$ cat config.mk
export PLATFORM = sky130hd
export DESIGN_NAME = ps2_host_tx
export DESIGN_NICKNAME = d
export VERILOG_FILES = /design/src/rtl/ps2_pkg.sv /design/src/rtl/ps2_line_sync.sv /design/src/rtl/ps2_host_tx.sv
export SDC_FILE = /design/constraint.sdc
export NUM_CORES = 1
export LEC_CHECK = 0
export ABC_AREA = 1
export CAP_MARGIN = 0
export CORE_AREA = 2 2 79 81
export CTS_CLUSTER_SIZE = 28
export DETAILED_ROUTE_END_ITERATION = 8
export DIE_AREA = 0 0 81 83
export GPL_ROUTABILITY_DRIVEN = 0
export MAX_ROUTING_LAYER = met4
export PLACE_DENSITY = 0.61
export SYNTH_ARGS = -nofsm -noshare
export SYNTH_HDL_FRONTEND = slang
export SYNTH_SLANG_ARGS = --single-unit
$ cat constraint.sdc
create_clock -name clk -period 3.8 [get_ports clk]
set_clock_uncertainty 0.2 [all_clocks]
set_input_delay 0.38 -clock clk [delete_from_list [all_inputs] [get_ports clk]]
set_output_delay 0.38 -clock clk [all_outputs]
set_load 0.02 [all_outputs]
$ cat src/rtl/ps2_pkg.sv
// Shared PS/2 definitions: host transmitter FSM states, error codes, frame size and parity helper.
// Used by ps2_host_tx and ps2decoder.
package ps2_pkg;

    typedef enum logic [2:0] {
        IDLE,
        INHIBIT,
        REQ,
        BITS,
        ACK,
        WAIT_IDLE
    } state_t;

    localparam logic [1:0] ERR_NOACK = 2'b01;
    localparam logic [1:0] ERR_WDOG  = 2'b10;
    localparam int PS2_FRAME_BITS    = 11;

    // Odd parity: the returned bit makes the total count of ones in data+parity odd.
    function automatic logic odd_parity(input logic [7:0] data);
        return ~^data;
    endfunction

endpackage

$ cat src/rtl/ps2_line_sync.sv
// Two-flop synchronizer for the PS/2 clock and data pins plus a falling-edge detect on the clock.
// Lines idle high, so all flops reset to 1 and no false edge appears after reset.
module ps2_line_sync (
    input  logic clk,
    input  logic reset,
    input  logic clk_pin,
    input  logic dat_pin,
    output logic sync_clk,
    output logic sync_dat,
    output logic fall
);
    logic [1:0] clk_ff;
    logic [1:0] dat_ff;
    logic       prev_clk;

    always_ff @(posedge clk) begin
        if (reset) begin
            clk_ff   <= 2'b11;
            dat_ff   <= 2'b11;
            prev_clk <= 1'b1;
        end else begin
            clk_ff   <= {clk_ff[0], clk_pin};
            dat_ff   <= {dat_ff[0], dat_pin};
            prev_clk <= clk_ff[1];
        end
    end

    assign sync_clk = clk_ff[1];
    assign sync_dat = dat_ff[1];
    assign fall     = prev_clk & ~sync_clk;

endmodule

$ cat src/rtl/ps2_host_tx.sv
// PS/2 host-to-device transmitter: inhibit, request-to-send, device-clocked frame, then ACK check.
// Defining PS2_TX_WATCHDOG_EN adds an abort timer over BITS/ACK/WAIT_IDLE (err_code 10).
module ps2_host_tx
    import ps2_pkg::*;
#(
    parameter int INHIBIT_CYCLES  = 5000,
    parameter int SETUP_CYCLES    = 250,
    parameter int WATCHDOG_CYCLES = 1000000
) (
    input  logic       clk,
    input  logic       reset,
    input  logic [7:0] tx_data,
    input  logic       tx_valid,
    output logic       tx_ready,
    output logic       tx_done,
    output logic       tx_err,
    output logic [1:0] err_code,
    input  logic       ps2_clk_in,
    input  logic       ps2_dat_in,
    output logic       ps2_clk_oe,
    output logic       ps2_dat_oe,
    output logic [2:0] dbg_state
);
    localparam int PHASE_MAX = (INHIBIT_CYCLES > SETUP_CYCLES) ? INHIBIT_CYCLES : SETUP_CYCLES;
    localparam int CW        = $clog2(PHASE_MAX + 1);
    localparam logic [3:0] LAST_BIT = 4'(PS2_FRAME_BITS - 2);

    state_t        state;
    state_t        state_next;
    logic [CW-1:0] phase_cnt;
    logic [3:0]    bit_cnt;
    logic [9:0]    shift;
    logic          dat_q;
    logic          done_q;
    logic          err_q;
    logic [1:0]    code_q;
    logic [1:0]    code_next;
    logic          done_set;
    logic          err_set;
    logic          sync_clk;
    logic          sync_dat;
    logic          fall;
    logic          accept;
    logic          wd_expire;

    ps2_line_sync u_sync (
        .clk      (clk),
        .reset    (reset),
        .clk_pin  (ps2_clk_in),
        .dat_pin  (ps2_dat_in),
        .sync_clk (sync_clk),
        .sync_dat (sync_dat),
        .fall     (fall)
    );

    // Handshake: a byte moves on any clk edge where tx_valid && tx_ready. tx_ready is high
    // only in IDLE and not while a done/err pulse is showing; tx_valid while busy is ignored.
    assign tx_ready = (state == IDLE) && !done_q && !err_q;
    assign accept   = tx_valid && tx_ready;

`ifdef PS2_TX_WATCHDOG_EN
    localparam int WW = $clog2(WATCHDOG_CYCLES + 1);
    logic [WW-1:0] wd_cnt;
    logic          wd_active;

    assign wd_active = (state == BITS) || (state == ACK) || (state == WAIT_IDLE);

    always_ff @(posedge clk) begin
        if (reset || !wd_active) begin
            wd_cnt <= '0;
        end else begin
            wd_cnt <= wd_cnt + WW'(1);
        end
    end

    assign wd_expire = wd_active && (wd_cnt == WW'(WATCHDOG_CYCLES - 1));
`else
    logic wd_unused;
    assign wd_unused = (WATCHDOG_CYCLES == 0);
    assign wd_expire = 1'b0;
`endif

    always_comb begin
        state_next = state;
        done_set   = 1'b0;
        err_set    = 1'b0;
        code_next  = code_q;
        case (state)
            IDLE:      if (accept) state_next = INHIBIT;
            INHIBIT:   if (phase_cnt == CW'(INHIBIT_CYCLES - 1)) state_next = REQ;
            REQ:       if (phase_cnt == CW'(SETUP_CYCLES - 1)) state_next = BITS;
            BITS:      if (fall && (bit_cnt == LAST_BIT)) state_next = ACK;
            ACK: begin
                if (fall) begin
                    if (!sync_dat) begin
                        state_next = WAIT_IDLE;
                    end else begin
                        state_next = IDLE;
                        err_set    = 1'b1;
                        code_next  = ERR_NOACK;
                    end
                end
            end
            WAIT_IDLE: begin
                if (sync_clk && sync_dat) begin
                    state_next = IDLE;
                    done_set   = 1'b1;
                end
            end
            default:   state_next = IDLE;
        endcase
        if (wd_expire) begin
            state_next = IDLE;
            done_set   = 1'b0;
            err_set    = 1'b1;
            code_next  = ERR_WDOG;
        end
    end

    always_ff @(posedge clk) begin
        if (reset) begin
            state     <= IDLE;
            phase_cnt <= '0;
            bit_cnt   <= '0;
            shift     <= '0;
            dat_q     <= 1'b0;
            done_q    <= 1'b0;
            err_q     <= 1'b0;
            code_q    <= 2'b00;
        end else begin
            state  <= state_next;
            done_q <= done_set;
            err_q  <= err_set;
            code_q <= code_next;
            if (state_next != state) begin
                phase_cnt <= '0;
            end else if ((state == INHIBIT) || (state == REQ)) begin
                phase_cnt <= phase_cnt + CW'(1);
            end
            // dat_q starts at 1 so the start bit keeps data low until the first device fall.
            if (accept) begin
                shift   <= {1'b1, odd_parity(tx_data), tx_data};
                dat_q   <= 1'b1;
                bit_cnt <= '0;
            end else if ((state == BITS) && fall) begin
                dat_q   <= ~shift[0];
                shift   <= {1'b0, shift[9:1]};
                bit_cnt <= bit_cnt + 4'd1;
            end
        end
    end

    assign tx_done    = done_q;
    assign tx_err     = err_q;
    assign err_code   = code_q;
    assign ps2_clk_oe = (state == INHIBIT) || (state == REQ);
    assign ps2_dat_oe = (state == REQ) || ((state == BITS) && dat_q);
    assign dbg_state  = state;

endmodule

# --- Word-level counts from Yosys, hierarchy flattened ---
# Cells that the tools add are included.
totals:
  register_bits: 39
  input_bits: 13
  output_inout_bits: 10
  word_cells: 61
op_classes:
  n_addsub: 2
  eq_ne: 9
  muxes: 14
  bitwise_logic: 6
  n_reduce_logical: 19
ops:
  columns: ["cell", "count"]
  rows:
  - ["$mux 3", 7]
  - ["$mux 10", 2]
  - ["$pmux 3 s6", 1]
  - ["$add 13x1->13 const B", 1]
  - ["$eq 13x13->1 const B", 1]
  - ["$eq 13x8->1 const B", 1]
  - ["$reduce_xnor 8->1", 1]
  - ["$logic_and 1x1->1", 7]
  - ["$eq 3x2->1 const B", 2]
  - ["$eq 3x3->1 const B", 2]
  - ["$reduce_or 2->1", 3]
  - ["$not 1->1", 5]
  - ["$add 4x1->4 const B", 1]
  - ["$eq 4x4->1 const B", 1]
  - ["$mux 1", 4]
  - ["$eq 3x1->1 const B", 1]
  - ["$logic_not 3->1", 1]
  - ["$ne 3x3->1", 1]
  - ["$reduce_and 3->1", 1]
  - ["$reduce_or 3->1", 1]
  - ["$logic_not 1->1", 2]
  - ["$logic_or 1x1->1", 2]
  - ["$reduce_bool 2->1", 1]
  - ["$and 1x1->1", 1]

# --- Depth between registers and ports, before layout ---
# Gate-level depths: netlist of the first run.
logic_depth:
  ltp_word: 8
  ltp_mapped: 12
  ltp_nobuf: 11

# --- Modules after synthesis ---
# A second synthesis of the first run with hierarchy kept.
unflattened:
  cells_unflattened: 314
  area_unflattened_um2: 2085.8
modules_own_cells:
  columns: ["mod", "n_inst", "cells_each", "area_per_inst_um2", "seq_area_each_um2"]
  rows:
  - ["ps2_host_tx", 1, 296, 1936.9, 680.7]
  - ["ps2_line_sync", 1, 18, 148.9, 100.1]

# --- Worst setup path before layout of the first run ---
# No wires, ideal clock.
synth_timing:
  path_kind: "register to register"
  from: "reg state[0], in the netlist dbg_state[0]"
  to: "reg phase_cnt[7]"
  setup_ns: 0.116
  arrival_time_ns: 1.432
  t_required_ns: 3.484
  slack_ns: 2.052
  stages_incl_launch_ff: 10
  path_buffers: 1
  synth_period_minus_slack_ns: 1.748
  path_cell_list: "dfxtp_1 inv_2 nor2_2 nand2_2 or2_1 o21ai_2 nor2_1 nand2_2 buf_6 nor2_1"
synth_between:
  elab_chain_cells: 8
  word_cells_on_any_way: 19
  classes_between: "eq/ne: 6; mux: 7; reduce/logical: 6"
synth_rtl:
  columns: ["element", "line", "rtl"]
  rows:
  - ["from (decl)", "ps2_host_tx.sv:28", "state_t state;"]
  - ["from (signal assigned)", "ps2_host_tx.sv:131", "state <= state_next;"]
  - ["$logic_not 3->1", "ps2_host_tx.sv:58, ps2_host_tx.sv:88", null]
  - ["$logic_and 1x1->1 (2 in a row)", "ps2_host_tx.sv:58", "assign tx_ready = (state == IDLE) && !done_q && !err_q;"]
  - ["$logic_and 1x1->1", "ps2_host_tx.sv:59", "assign accept = tx_valid && tx_ready;"]
  - ["$mux 3", "ps2_host_tx.sv:89", "IDLE: if (accept) state_next = INHIBIT;"]
  - ["$pmux 3 s6", "ps2_host_tx.sv:88", "case (state)"]
  - ["$ne 3x3->1", "ps2_host_tx.sv:135", "if (state_next != state) begin"]
  - ["$reduce_or 2->1 (no source line)", null, null]
  - ["to (signal assigned)", "ps2_host_tx.sv:138", "phase_cnt <= phase_cnt + CW'(1);"]
  - ["to (decl)", "ps2_host_tx.sv:30", "logic [CW-1:0] phase_cnt;"]
# Several ways; a longest one is shown, not always the timed one.
# A chain may end at the register's enable or synchronous reset.

# --- Final worst setup path of the first run ---
layout_timing:
  from: "reg state[0], in the netlist dbg_state[0]"
  to: "out ps2_clk_oe"
layout_between:
  elab_chain_cells: 2
  word_cells_on_any_way: 3
  classes_between: "eq/ne: 2; reduce/logical: 1"
layout_rtl:
  columns: ["element", "line", "rtl"]
  rows:
  - ["$eq 3x1->1 or $eq 3x2->1 (tied branches)", "ps2_host_tx.sv:156", "assign ps2_clk_oe = (state == INHIBIT) || (state == REQ);"]
  - ["$logic_or 1x1->1 *", "ps2_host_tx.sv:156", null]
  - ["to (decl)", "ps2_host_tx.sv:20", "output logic ps2_clk_oe,"]
# Mark *: on every way between the ends. The rest lies on a longest branch, timed or not.

==> results of run 1 <==
==> worst min-delay path by stage <==
stage / start / end / slack [ps] / cells past startpoint
5_1_grt: u_sync.clk_ff[0]$_SDFF_PP1_ / u_sync.clk_ff[1]$_SDFF_PP1_ / 230 / 1
6_report: u_sync.dat_ff[0]$_SDFF_PP1_ / u_sync.dat_ff[1]$_SDFF_PP1_ / 210 / 1
3_3_place_gp: u_sync.dat_ff[0]$_SDFF_PP1_ / u_sync.dat_ff[1]$_SDFF_PP1_ / 190 / 1
3_5_place_dp: u_sync.dat_ff[0]$_SDFF_PP1_ / u_sync.dat_ff[1]$_SDFF_PP1_ / 190 / 1
2_1_floorplan: u_sync.clk_ff[0]$_SDFF_PP1_ / u_sync.clk_ff[1]$_SDFF_PP1_ / 190 / 1
4_1_cts: u_sync.dat_ff[0]$_SDFF_PP1_ / u_sync.dat_ff[1]$_SDFF_PP1_ / 210 / 1
==> layout make-up <==
class | count | area, um2
Fill cell | 624 | 3370
Multi-Input combinational cell | 232 | 1080
Sequential cell | 39 | 781
Timing Repair Buffer | 21 | 210
Inverter | 43 | 161
Tap cell | 75 | 93.8
Clock buffer | 5 | 68.8
Clock inverter | 3 | 47.5
==> registers in the layout, summed over array words and instances, names as in the netlist, 2 cells and up <==
signal / count
bit_cnt: 4
dbg_state: 3
phase_cnt: 13
shift: 10
u_sync.clk_ff: 2
u_sync.dat_ff: 2
==> routing by layer <==
layer / GRT usage (%) / vias to the layer above / part of all wire [%]
met5: - / - / 0
met4: 4.47 / 0 / 1.0
met3: 2.72 / 4 / 3.4
met2: 20.7 / 25 / 45
met1: 16.2 / 804 / 50
li1: - / 1039 / -
==> cells in the mapped netlist, types with 2 or more instances <==
| cell type | instances |
|---|---|
| xor2_1 | 7 |
| a21oi_1 | 11 |
| inv_2 | 3 |
| or2_2 | 5 |
| dfxtp_1 | 39 |
| inv_1 | 40 |
| ha_1 | 4 |
| nor2_2 | 2 |
| o21ai_0 | 6 |
| nand4_1 | 7 |
| xnor2_1 | 2 |
| nand2_1 | 108 |
| clkbuf_1 | 2 |
| nor2_1 | 42 |
| nor3_1 | 4 |
| nand3_1 | 16 |
| nand2_2 | 2 |
| buf_2 | 2 |
| a31oi_1 | 10 |
==> worst register-to-register path, stage by stage, from the launching register on <==
cell	delay (ps)
dfxtp_1	490
nand3_1	150
nand2_1	420
nand3_1	220
nor2_1	250
nand2_1	80
nand2_1	70
nand2_1	50
nor2_1	80
==> cells in the final DEF, fill, tap and decap left out, drive strengths merged <==
cell           count
nand4              7
or2                6
dfxtp             39
o21ai              7
clkdlybuf4s50     21
inv               44
nand3             16
and3               1
nor3               4
xor2               7
xnor2              2
a21oi             11
clkbuf             5
nand2            110
conb               1
or3                1
clkinv             1
nor2              44
bufinv             1
ha                 4
mux2i              1
a31oi             10
==> kinds of logic (layout without fill, tap and decap cells) <==
group / Yosys count / in the layout
AOI/OAI and AO/OA: 28 / 28
adders and majority gates: 4 / 4
and+or+nand+nor: 189 / 189
muxes: 1 / 1
other: 1 / 1
DFF: 39 / 39
xor gates and xnor gates: 9 / 9
buffers and inverters: 49 / 72
==> per-stage QoR <==
| stage | worst slack (ps) | instances | utilization, % | hold WS [ps] |
|---|---|---|---|---|
| after floorplan | 2050 | 320 | - | 189 |
| after CTS | 1170 | 418 | 42.0 | 214 |
| after global routing | 1080 | 418 | 42.0 | 234 |
| after global placement | 1480 | 410 | 40.0 | 192 |
| after detailed placement | 1440 | 410 | 40.0 | 192 |
| final | 1170 | 418 | 42.0 | 213 |
==> power breakdown <==
group | internal (W) | switching (W)
combinational | 0.0000364 | 0.0000522
sequential | 0.000421 | 0.00000837
clock | 0.000199 | 0.000155
==> key figures, run 1 <==
CTS
  • Register clock-pin slew on the reported worst setup and hold paths: 80 ps
  • Cts repair resizes: 0
  • Num CTS Buffers: 5
  • Worst-Skew Late Latency: 300 ps
  • CTS tree: done
  • Clk Tree Root Cell: clkbuf_8
  • H-tree depth: 2
  • Post-CTS Hold Buffers: 0
  • Clk buf depth: 2
  • Postcts setup bufs: 0
  • CTS sink count: 39

Logic synthesis
  • Simple-gate share of the synthesized area: 38.0%
  • Synthesized netlist net count: 337
  • XOR/XNOR Fraction of Synth Area: 3.83%
  • Top-area cell type share of the netlist area: 37.9%
  • Cell count after synthesis: 320
  • Largest area contributor in the netlist: dfxtp_1
  • Top post-synthesis cells by area: dfxtp_1, nand2_1, nor2_1
  • Largest family of logic cells by synthesized area: simple AND/OR/NAND/NOR gates
  • Syn avg cell area: 6.44 um2
  • Flops & latches, synth: 39
  • Post-synthesis adder-cell area fraction: 2.43%
  • Post-synthesis sequential area ratio: 37.9%
  • Post-synthesis cell area: 2060 um2
  • Top FF cell, synth: dfxtp_1
  • Synth unique cells: 27
  • Synth warn: 0
  • Fraction of synthesized area in multiplexers: 0.486%
  • Compound-gate portion of the synthesized area: 7.59%
  • Ys async rst share: 0%
  • EDFF count, synth: 0

Pwr
  • Pwr/cell area: 356 nW/um2
  • Pleak: 1.05 nW
  • Max VDD drop: 0.148 mV
  • Total design power: 0.000872 W

Cells and area
  • Area delta synth->final: 18.6%
  • Diodes inserted: 0
  • Post-route cell area: 2440 um2
  • Nets: 359
  • Share of layout cells above drive strength 1: 6.41%

Critical path
  • Crit-path max cell delay: 700 ps
  • FF-to-FF setup slack: 1750 ps
  • Critical path data required time: 3220 ps
  • Worst EP arrival: 2050 ps
  • Bufs and invs on worst path: 1
  • Crit-path max FO: 15
  • FF-to-FF End: phase_cnt[11]$_SDFFE_PP0P_
  • Reg2Reg Depth: 8
  • Critical path launch point: dbg_state[0]$_SDFF_PP0_
  • CP startpoint kind: flip-flop
  • CP Depth: 3
  • Reg2reg start: dbg_state[0]$_SDFF_PP0_
  • Crit path cell chain: nand3_1 > nand2_1 > clkdlybuf4s50_1
  • Crit Path Category: flip-flop to output pin
  • CP max-delay cell: clkdlybuf4s50_1
  • Crit path max-delay family: buffers and inverters
  • Crit end category: output pin
  • Setup crit end: ps2_clk_oe

Detailed routing
  • DR vias/cell: 4.48
  • Post-Route WL: 3.95 mm
  • # DRC: 0
  • Final ANT Viol Nets: 0
  • Detailed-route via count: 1,872
  • First-pass detailed-route iteration total: 4
  • Routed len/inst: 9.44 um
  • Drt first-iter violations: 57

STA
  • Fin crit period: 2630 ps
  • Fmax: 0.380 GHz
  • Slew @ Worst Pin: 622 ps
  • Final Slew Violations: 0
  • Fin. Hold Viols: 0
  • Worst slew margin: 58.4%
  • RSZ-0062 raised after global routing: false
  • Setup_tns: 0 ps
  • Final period utilization: 69.2%
  • Setup-failing EPs final: 0

Floorplanning
  • DIE WIDTH: 81 um
  • Core area: 5820 um2
  • # IOs: 23
  • Die H: 83 um
  • Die footprint: 6720 um2
  • Initial Util: 35.4%
  • FP Rows: 28

Status
  • Outcome: finished clean

Global route
  • Grt ovf: 0
  • Largest net degree at the start of global routing: 19
  • Vias in the first global route: 1,714
  • Antenna violations before repair: 0
  • Total GRT Usage: 13.0%
  • First-pass GRT wire length: 7.07 mm

Hold path
  • Worst min path class: flip-flop to flip-flop

Job
  • Max_cap viols: 0

Placement
  • Placed Area: 2330 um2
  • Count of input and output buffers: 21
  • Detailed placement HPWL: 3.01 mm
Note: power is estimated with default switching activity, not from simulation.
==> inputs of run 2 (changes only) <==
--- a/config.mk
+++ b/config.mk
@@ -13,7 +13,7 @@
 export DIE_AREA = 0 0 81 83
 export GPL_ROUTABILITY_DRIVEN = 0
 export MAX_ROUTING_LAYER = met4
-export PLACE_DENSITY = 0.61
+export PLACE_DENSITY = 0.63
 export SYNTH_ARGS = -nofsm -noshare
 export SYNTH_HDL_FRONTEND = slang
 export SYNTH_SLANG_ARGS = --single-unit
==> constraint.sdc (replaced) <==
create_clock -name clk -period 2.3 [get_ports clk]
set_clock_uncertainty 0.2 [all_clocks]
set_input_delay 0.23 -clock clk [delete_from_list [all_inputs] [get_ports clk]]
set_output_delay 0.23 -clock clk [all_outputs]
set_load 0.02 [all_outputs]
==> key figures, run 2 (synthesis results as in run 1) <==
Status
  • Outcome: finished clean

CTS
  • Clk Tree Root Cell: clkbuf_8
  • Cts repair resizes: 0 (unchanged)
  • Register clock-pin slew on the reported worst setup and hold paths: 80 ps (about the same)
  • Worst-Skew Late Latency: 290 ps (about the same)
  • CTS tree: done
  • Post-CTS Hold Buffers: 0 (unchanged)
  • Postcts setup bufs: 0 (unchanged)
  • Num CTS Buffers: 5 (unchanged)
  • H-tree depth: 2 (unchanged)
  • CTS sink count: 39 (unchanged)
  • Clk buf depth: 2 (unchanged)

Detailed routing
  • Routed len/inst: 9.67 um (+2.4%)
  • First-pass detailed-route iteration total: 4 (unchanged)
  • Final ANT Viol Nets: 0 (unchanged)
  • Post-Route WL: 4.07 mm (+3.1%)
  • DR vias/cell: 4.58 (+2.2%)
  • # DRC: 0 (unchanged)
  • Drt first-iter violations: 65 (+14%)
  • Detailed-route via count: 1,927 (+2.9%)

Critical path
  • Crit end category: output pin
  • Worst EP arrival: 1640 ps (-410 ps)
  • FF-to-FF End: phase_cnt[7]$_SDFFE_PP0P_
  • Critical path data required time: 1870 ps (-1350 ps)
  • Crit-path max FO: 7 (-8)
  • Crit Path Category: flip-flop to output pin
  • CP startpoint kind: flip-flop
  • Reg2Reg Depth: 8 (unchanged)
  • Reg2reg start: dbg_state[0]$_SDFF_PP0_
  • FF-to-FF setup slack: 420 ps (-1330 ps)

STA
  • RSZ-0062 raised after global routing: false
  • Setup-failing EPs final: 0 (unchanged)
  • Fmax: 0.482 GHz
  • Final Slew Violations: 0 (unchanged)
  • Fin. Hold Viols: 0 (unchanged)
  • Setup_tns: 0 ps (unchanged)
  • Final period utilization: 90.2%
  • Fin crit period: 2070 ps

Placement
  • Count of input and output buffers: 21 (unchanged)
  • Placed Cells: 413 (+0.73%)
  • Detailed placement HPWL: 3.07 mm (+2.0%)

Hold path
  • Hold Crit Depth: 1 (unchanged)
  • Worst min path class: flip-flop to flip-flop
  • Hold Path End: u_sync.clk_ff[1]$_SDFF_PP1_
  • Hold Crit Start: u_sync.clk_ff[0]$_SDFF_PP1_

Pwr
  • Clock Power Share: 44.2% (+3.6 points)
  • Max VDD drop: 0.391 mV (+160%)
  • Sequential Power Share: 45.8% (-3.4 points)
  • Pwr/cell area: 620 nW/um2 (+74%)
  • Combinational group share of total power: 10.0% (-0.2 points)
  • Pleak: 1.08 nW (+3.3%)
  • Switching share of power: 22.8% (-1.9 points)
  • Psw: 0.000352 W (+63%)
  • Pint: 0.00119 W (+82%)

Global route
  • Largest net degree at the start of global routing: 18 (-1)
  • Met2 usage: 20.2% (-0.53 points)
  • Met3 usage: 3.26% (+0.54 points)
  • Met1 usage: 16.8% (+0.60 points)
  • Total GRT Usage: 13.5% (+0.50 points)
  • Vias in the first global route: 1,676 (-2.2%)
  • First-pass GRT wire length: 7.07 mm (unchanged)
  • Grt ovf: 0 (unchanged)
  • Global route hottest layer: met2
  • Antenna violations before repair: 0 (unchanged)

Cells and area
  • Share of layout cells above drive strength 1: 7.23% (+0.81 points)
  • Nets: 362 (+0.84%)
  • Most flop-heavy register: phase_cnt
  • Most common cell after layout, fill and taps aside: nand2_1
  • Fill count: 641 (+2.7%)
  • Max reg flops: 13 (unchanged)
  • Cell Count, Final, Fillers Out: 421 (+0.72%)
  • Top Registers: phase_cnt: 13 flops, shift: 10 flops, bit_cnt: 4 flops
  • Most frequent cells in the layout: nand2_1, nor2_1, inv_1
  • Diodes inserted: 0 (unchanged)
  • Area delta synth->final: 20.8%

Floorplanning
  • Die H: 83 um (unchanged)
  • # IOs: 23 (unchanged)
  • Initial Util: 35.4% (unchanged)
  • FP Rows: 28 (unchanged)
  • Core area: 5820 um2 (unchanged)
  • DIE WIDTH: 81 um (unchanged)
  • Die footprint: 6720 um2 (unchanged)

Job
  • Max_cap viols: 0 (unchanged)
-- run 2: changes by cell type in the layout (fill, tap and decap cells not counted), sizes merged --
cell	change
dlymetal6s2s	+1
clkinv	-1
clkdlybuf4s50	-1
bufinv	+1
inv	-1
clkinvlp	+1
buf	+3
-- run 2: per-layer routing --
metal / vias up / share of wire [%]
li1: 1047 / -
met1: 840 / 49
met2: 32 / 45
met3: 8 / 4.0
met4: 0 / 2.5
met5: - / 0
-- run 2: area by class of cell --
cell class / instances / area, um2 / share of cell area (%)
tap: 75 / 93.8 / 3.77
multi-input combinational: 232 / 1080 / 43.5
clock inverter: 3 / 67.6 / 2.71
clock buffer: 5 / 68.8 / 2.76
inverter: 43 / 161 / 6.48
timing repair buffer: 24 / 235 / 9.45
sequential: 39 / 781 / 31.4
-- run 2: how the worst max path moves through the flow --
stage                                  startpoint  slack, ps                   endpoint  cells after the start
final                     dbg_state[2]$_SDFF_PP0_        230                 ps2_dat_oe                      4
after global routing      dbg_state[2]$_SDFF_PP0_        140                 ps2_dat_oe                      4
after CTS                 dbg_state[0]$_SDFF_PP0_        100                 ps2_clk_oe                      4
after detailed placement                 tx_valid        360  phase_cnt[3]$_SDFFE_PP0P_                      8
after global placement                   tx_valid        410  phase_cnt[0]$_SDFFE_PP0P_                      8
after floorplan           dbg_state[0]$_SDFF_PP0_        550  phase_cnt[7]$_SDFFE_PP0P_                      9
-- run 2: power by group through the flow --
stage          registers (W)  clock network, W   logic, W
2_1_floorplan       0.000724                 0  0.0000992
3_3_place_gp        0.000723                 0   0.000154
3_5_place_dp        0.000723                 0   0.000156
4_1_cts             0.000708          0.000695   0.000157
5_1_grt             0.000710          0.000726   0.000178
6_report            0.000708          0.000682   0.000154
-- run 2: worst max-delay path, stage by stage, from the launching register on --
cell and delay (ps):
dfxtp_1 340, inv_2 120, nand2_1 100, a21oi_1 160, clkdlybuf4s50_1 630
-- run 2: per-stage QoR --
step / cell area, um2 / utilization [%] / worst slack (ps) / power (W) / hold WS, ps
finish: 2490 / 42.8 / 226 / 0.00154 / 210
detailed placement: 2350 / 40.4 / 359 / 0.000880 / 199
global route: 2490 / 42.8 / 144 / 0.00161 / 233
global placement: 2350 / 40.4 / 413 / 0.000877 / 193
CTS: 2490 / 42.8 / 96.7 / 0.00156 / 209
floorplan: 2060 / - / 552 / 0.000823 / 134
==> inputs of run 3 (changes only) <==
--- a/config.mk
+++ b/config.mk
@@ -7,13 +7,14 @@
 export LEC_CHECK = 0
 export ABC_AREA = 1
 export CAP_MARGIN = 0
-export CORE_AREA = 2 2 79 81
+export CORE_AREA = 2 2 94 69
 export CTS_CLUSTER_SIZE = 28
 export DETAILED_ROUTE_END_ITERATION = 8
-export DIE_AREA = 0 0 81 83
+export DIE_AREA = 0 0 96 71
 export GPL_ROUTABILITY_DRIVEN = 0
 export MAX_ROUTING_LAYER = met4
 export PLACE_DENSITY = 0.63
+export SETUP_SLACK_MARGIN = 0.15
 export SYNTH_ARGS = -nofsm -noshare
 export SYNTH_HDL_FRONTEND = slang
 export SYNTH_SLANG_ARGS = --single-unit
==> key figures, run 3 (synthesis results as in run 1) <==
Cells and area
  • Most common cell after layout, fill and taps aside: nand2_1
  • Max reg flops: 13 (unchanged)
  • Most frequent cells in the layout: nand2_1, nor2_1, inv_1
  • Diodes inserted: 0 (unchanged)
  • Nets: 361 (-0.28%)
  • Top Registers: phase_cnt: 13 flops, shift: 10 flops, bit_cnt: 4 flops
  • Area delta synth->final: 18.0%
  • Share of layout cells above drive strength 1: 6.67% (-0.56 points)
  • Most flop-heavy register: phase_cnt

STA
  • Fin. Hold Viols: 0 (unchanged)
  • Fin crit period: 2020 ps (-52.0 ps)
  • Fmax: 0.495 GHz (+2.6%)
  • Setup-failing EPs final: 0 (unchanged)
  • RSZ-0062 raised after global routing: false
  • Final period utilization: 87.9% (-2.3 points)
  • Setup_tns: 0 ps (unchanged)
  • Final Slew Violations: 0 (unchanged)
  • PnR worst setup slack: 278 ps (+52.0 ps)

Detailed routing
  • # DRC: 0 (unchanged)
  • DR vias/cell: 4.59 (+0.20%)
  • First-pass detailed-route iteration total: 4 (unchanged)
  • Post-Route WL: 4.40 mm (+8.1%)
  • Drt first-iter violations: 138 (+110%)
  • Final ANT Viol Nets: 0 (unchanged)
  • Routed len/inst: 10.4 um (+7.6%)
  • Detailed-route via count: 1,940 (+0.67%)

Floorplanning
  • Initial Util: 34.5% (-0.95 points)
  • DIE WIDTH: 96 um (+19%)
  • # IOs: 23 (unchanged)
  • FP Rows: 24 (-14%)
  • Die footprint: 6820 um2 (+1.4%)
  • Die H: 71 um (-14%)
  • Core area: 5980 um2 (+2.8%)

Pwr
  • Switching share of power: 26.3% (+3.6 points)
  • Pwr/cell area: 542 nW/um2 (-13%)
  • Clock Power Share: 34.5% (-9.7 points)
  • Combinational group share of total power: 11.6% (+1.6 points)
  • Psw: 0.000347 W (-1.3%)
  • Pleak: 1.06 nW (-1.8%)
  • Sequential Power Share: 53.9% (+8.1 points)
  • Max VDD drop: 0.206 mV (-47%)
  • Pint: 0.000971 W (-19%)

CTS
  • CTS sink count: 39 (unchanged)
  • CTS tree: done
  • Clk buf depth: 2 (unchanged)
  • Num CTS Buffers: 5 (unchanged)
  • Postcts setup bufs: 0 (unchanged)
  • Register clock-pin slew on the reported worst setup and hold paths: 80 ps (about the same)
  • Worst-Skew Late Latency: 290 ps (about the same)
  • Clk Tree Root Cell: clkbuf_8
  • H-tree depth: 2 (unchanged)

Placement
  • Detailed placement HPWL: 3.28 mm (+6.9%)
  • Pre-CTS setup slack: 348 ps (-11.9 ps)
  • Count of input and output buffers: 21 (unchanged)

Critical path
  • Crit Path Category: flip-flop to output pin
  • CP startpoint kind: flip-flop
  • Reg2Reg Depth: 8 (unchanged)
  • Crit end category: output pin
  • FF-to-FF setup slack: 440 ps (+20 ps)
  • Critical path data required time: 1870 ps (about the same)
  • Crit-path max FO: 8 (+1)
  • Most Frequent Cell on Critical Path: nor2_1
  • Crit path cell chain: nor2_1 > nand2_1 > nor2_1 > clkdlybuf4s50_1
  • CP max-delay cell: clkdlybuf4s50_1
  • Crit-path max cell delay: 600 ps (-30 ps)
  • Worst EP arrival: 1590 ps (-50 ps)

Global route
  • Antenna violations before repair: 0 (unchanged)
  • Vias in the first global route: 1,781 (+6.3%)
  • Largest net degree at the start of global routing: 18 (unchanged)
  • Grt ovf: 0 (unchanged)
  • Total GRT Usage: 14.9% (+1.4 points)
  • First-pass GRT wire length: 7.88 mm (+12%)

Status
  • Outcome: finished clean

Hold path
  • Worst min path class: flip-flop to flip-flop
  • Hold Crit Depth: 1 (unchanged)

Job
  • Max_cap viols: 0 (unchanged)
==> run 3: worst paths after layout <==
check | end | startpoint
worst min register to register | u_sync.clk_ff[1]$_SDFF_PP1_ | u_sync.clk_ff[0]$_SDFF_PP1_
worst min-delay path | u_sync.clk_ff[1]$_SDFF_PP1_ | u_sync.clk_ff[0]$_SDFF_PP1_
worst max-delay path | tx_ready | dbg_state[0]$_SDFF_PP0_
worst max register to register | shift[7]$_SDFFE_PP0P_ | dbg_state[2]$_SDFF_PP0_
==> run 3: power groups by stage <==
stage | Combinational (W) | Sequential [W] | Clock [W]
after floorplan | 0.0000992 | 0.000724 | 0
after global placement | 0.000153 | 0.000724 | 0
after detailed placement | 0.000155 | 0.000725 | 0
after CTS | 0.000154 | 0.000710 | 0.000466
after global routing | 0.000177 | 0.000713 | 0.000502
final | 0.000153 | 0.000710 | 0.000455
==> run 3: stage by stage <==
step | instances | hold WS, ps | power, W | utilization [%] | instance area [um2]
after floorplan | 320 | 134 | 0.000823 | - | 2060
after global placement | 415 | 193 | 0.000877 | 39.3 | 2350
after detailed placement | 415 | 205 | 0.000880 | 39.3 | 2350
after CTS | 423 | 225 | 0.00133 | 40.6 | 2430
after global routing | 423 | 248 | 0.00139 | 40.7 | 2430
final | 423 | 222 | 0.00132 | 40.7 | 2430
==> run 3: layout make-up <==
cell class              instances  area [um2]
fillers                       623        3540
multi-input cells             232        1080
flip-flops and latches         39         782
repair buffers                 23         226
inverters                      43         161
well taps                      78        97.6
clock buffers                   7        76.3
clock inverters                 1        5.00
==> run 3: worst max-delay path, delay by kind of cell, from the launching register on <==
kind,cells,cell delay [ps]
simple gates,3,300
buf+inv,1,600
flops,1,390
==> run 3: repair_timing <==
| action | in CTS | in global routing |
|---|---|---|
| hold buffers | 0 | 0 |
| endpoints found under the setup margin | 1 | 4 |
| gates resized for setup | 1 | 2 |
==> run 3: layer usage <==
layer  wire length [um]  track usage [%]  vias up
met2               1700             20.2       56
met1               2340             21.5      839
met5                  0                -        -
li1                   -                -     1039
met4                 52             3.81        0
met3                301             4.37        6
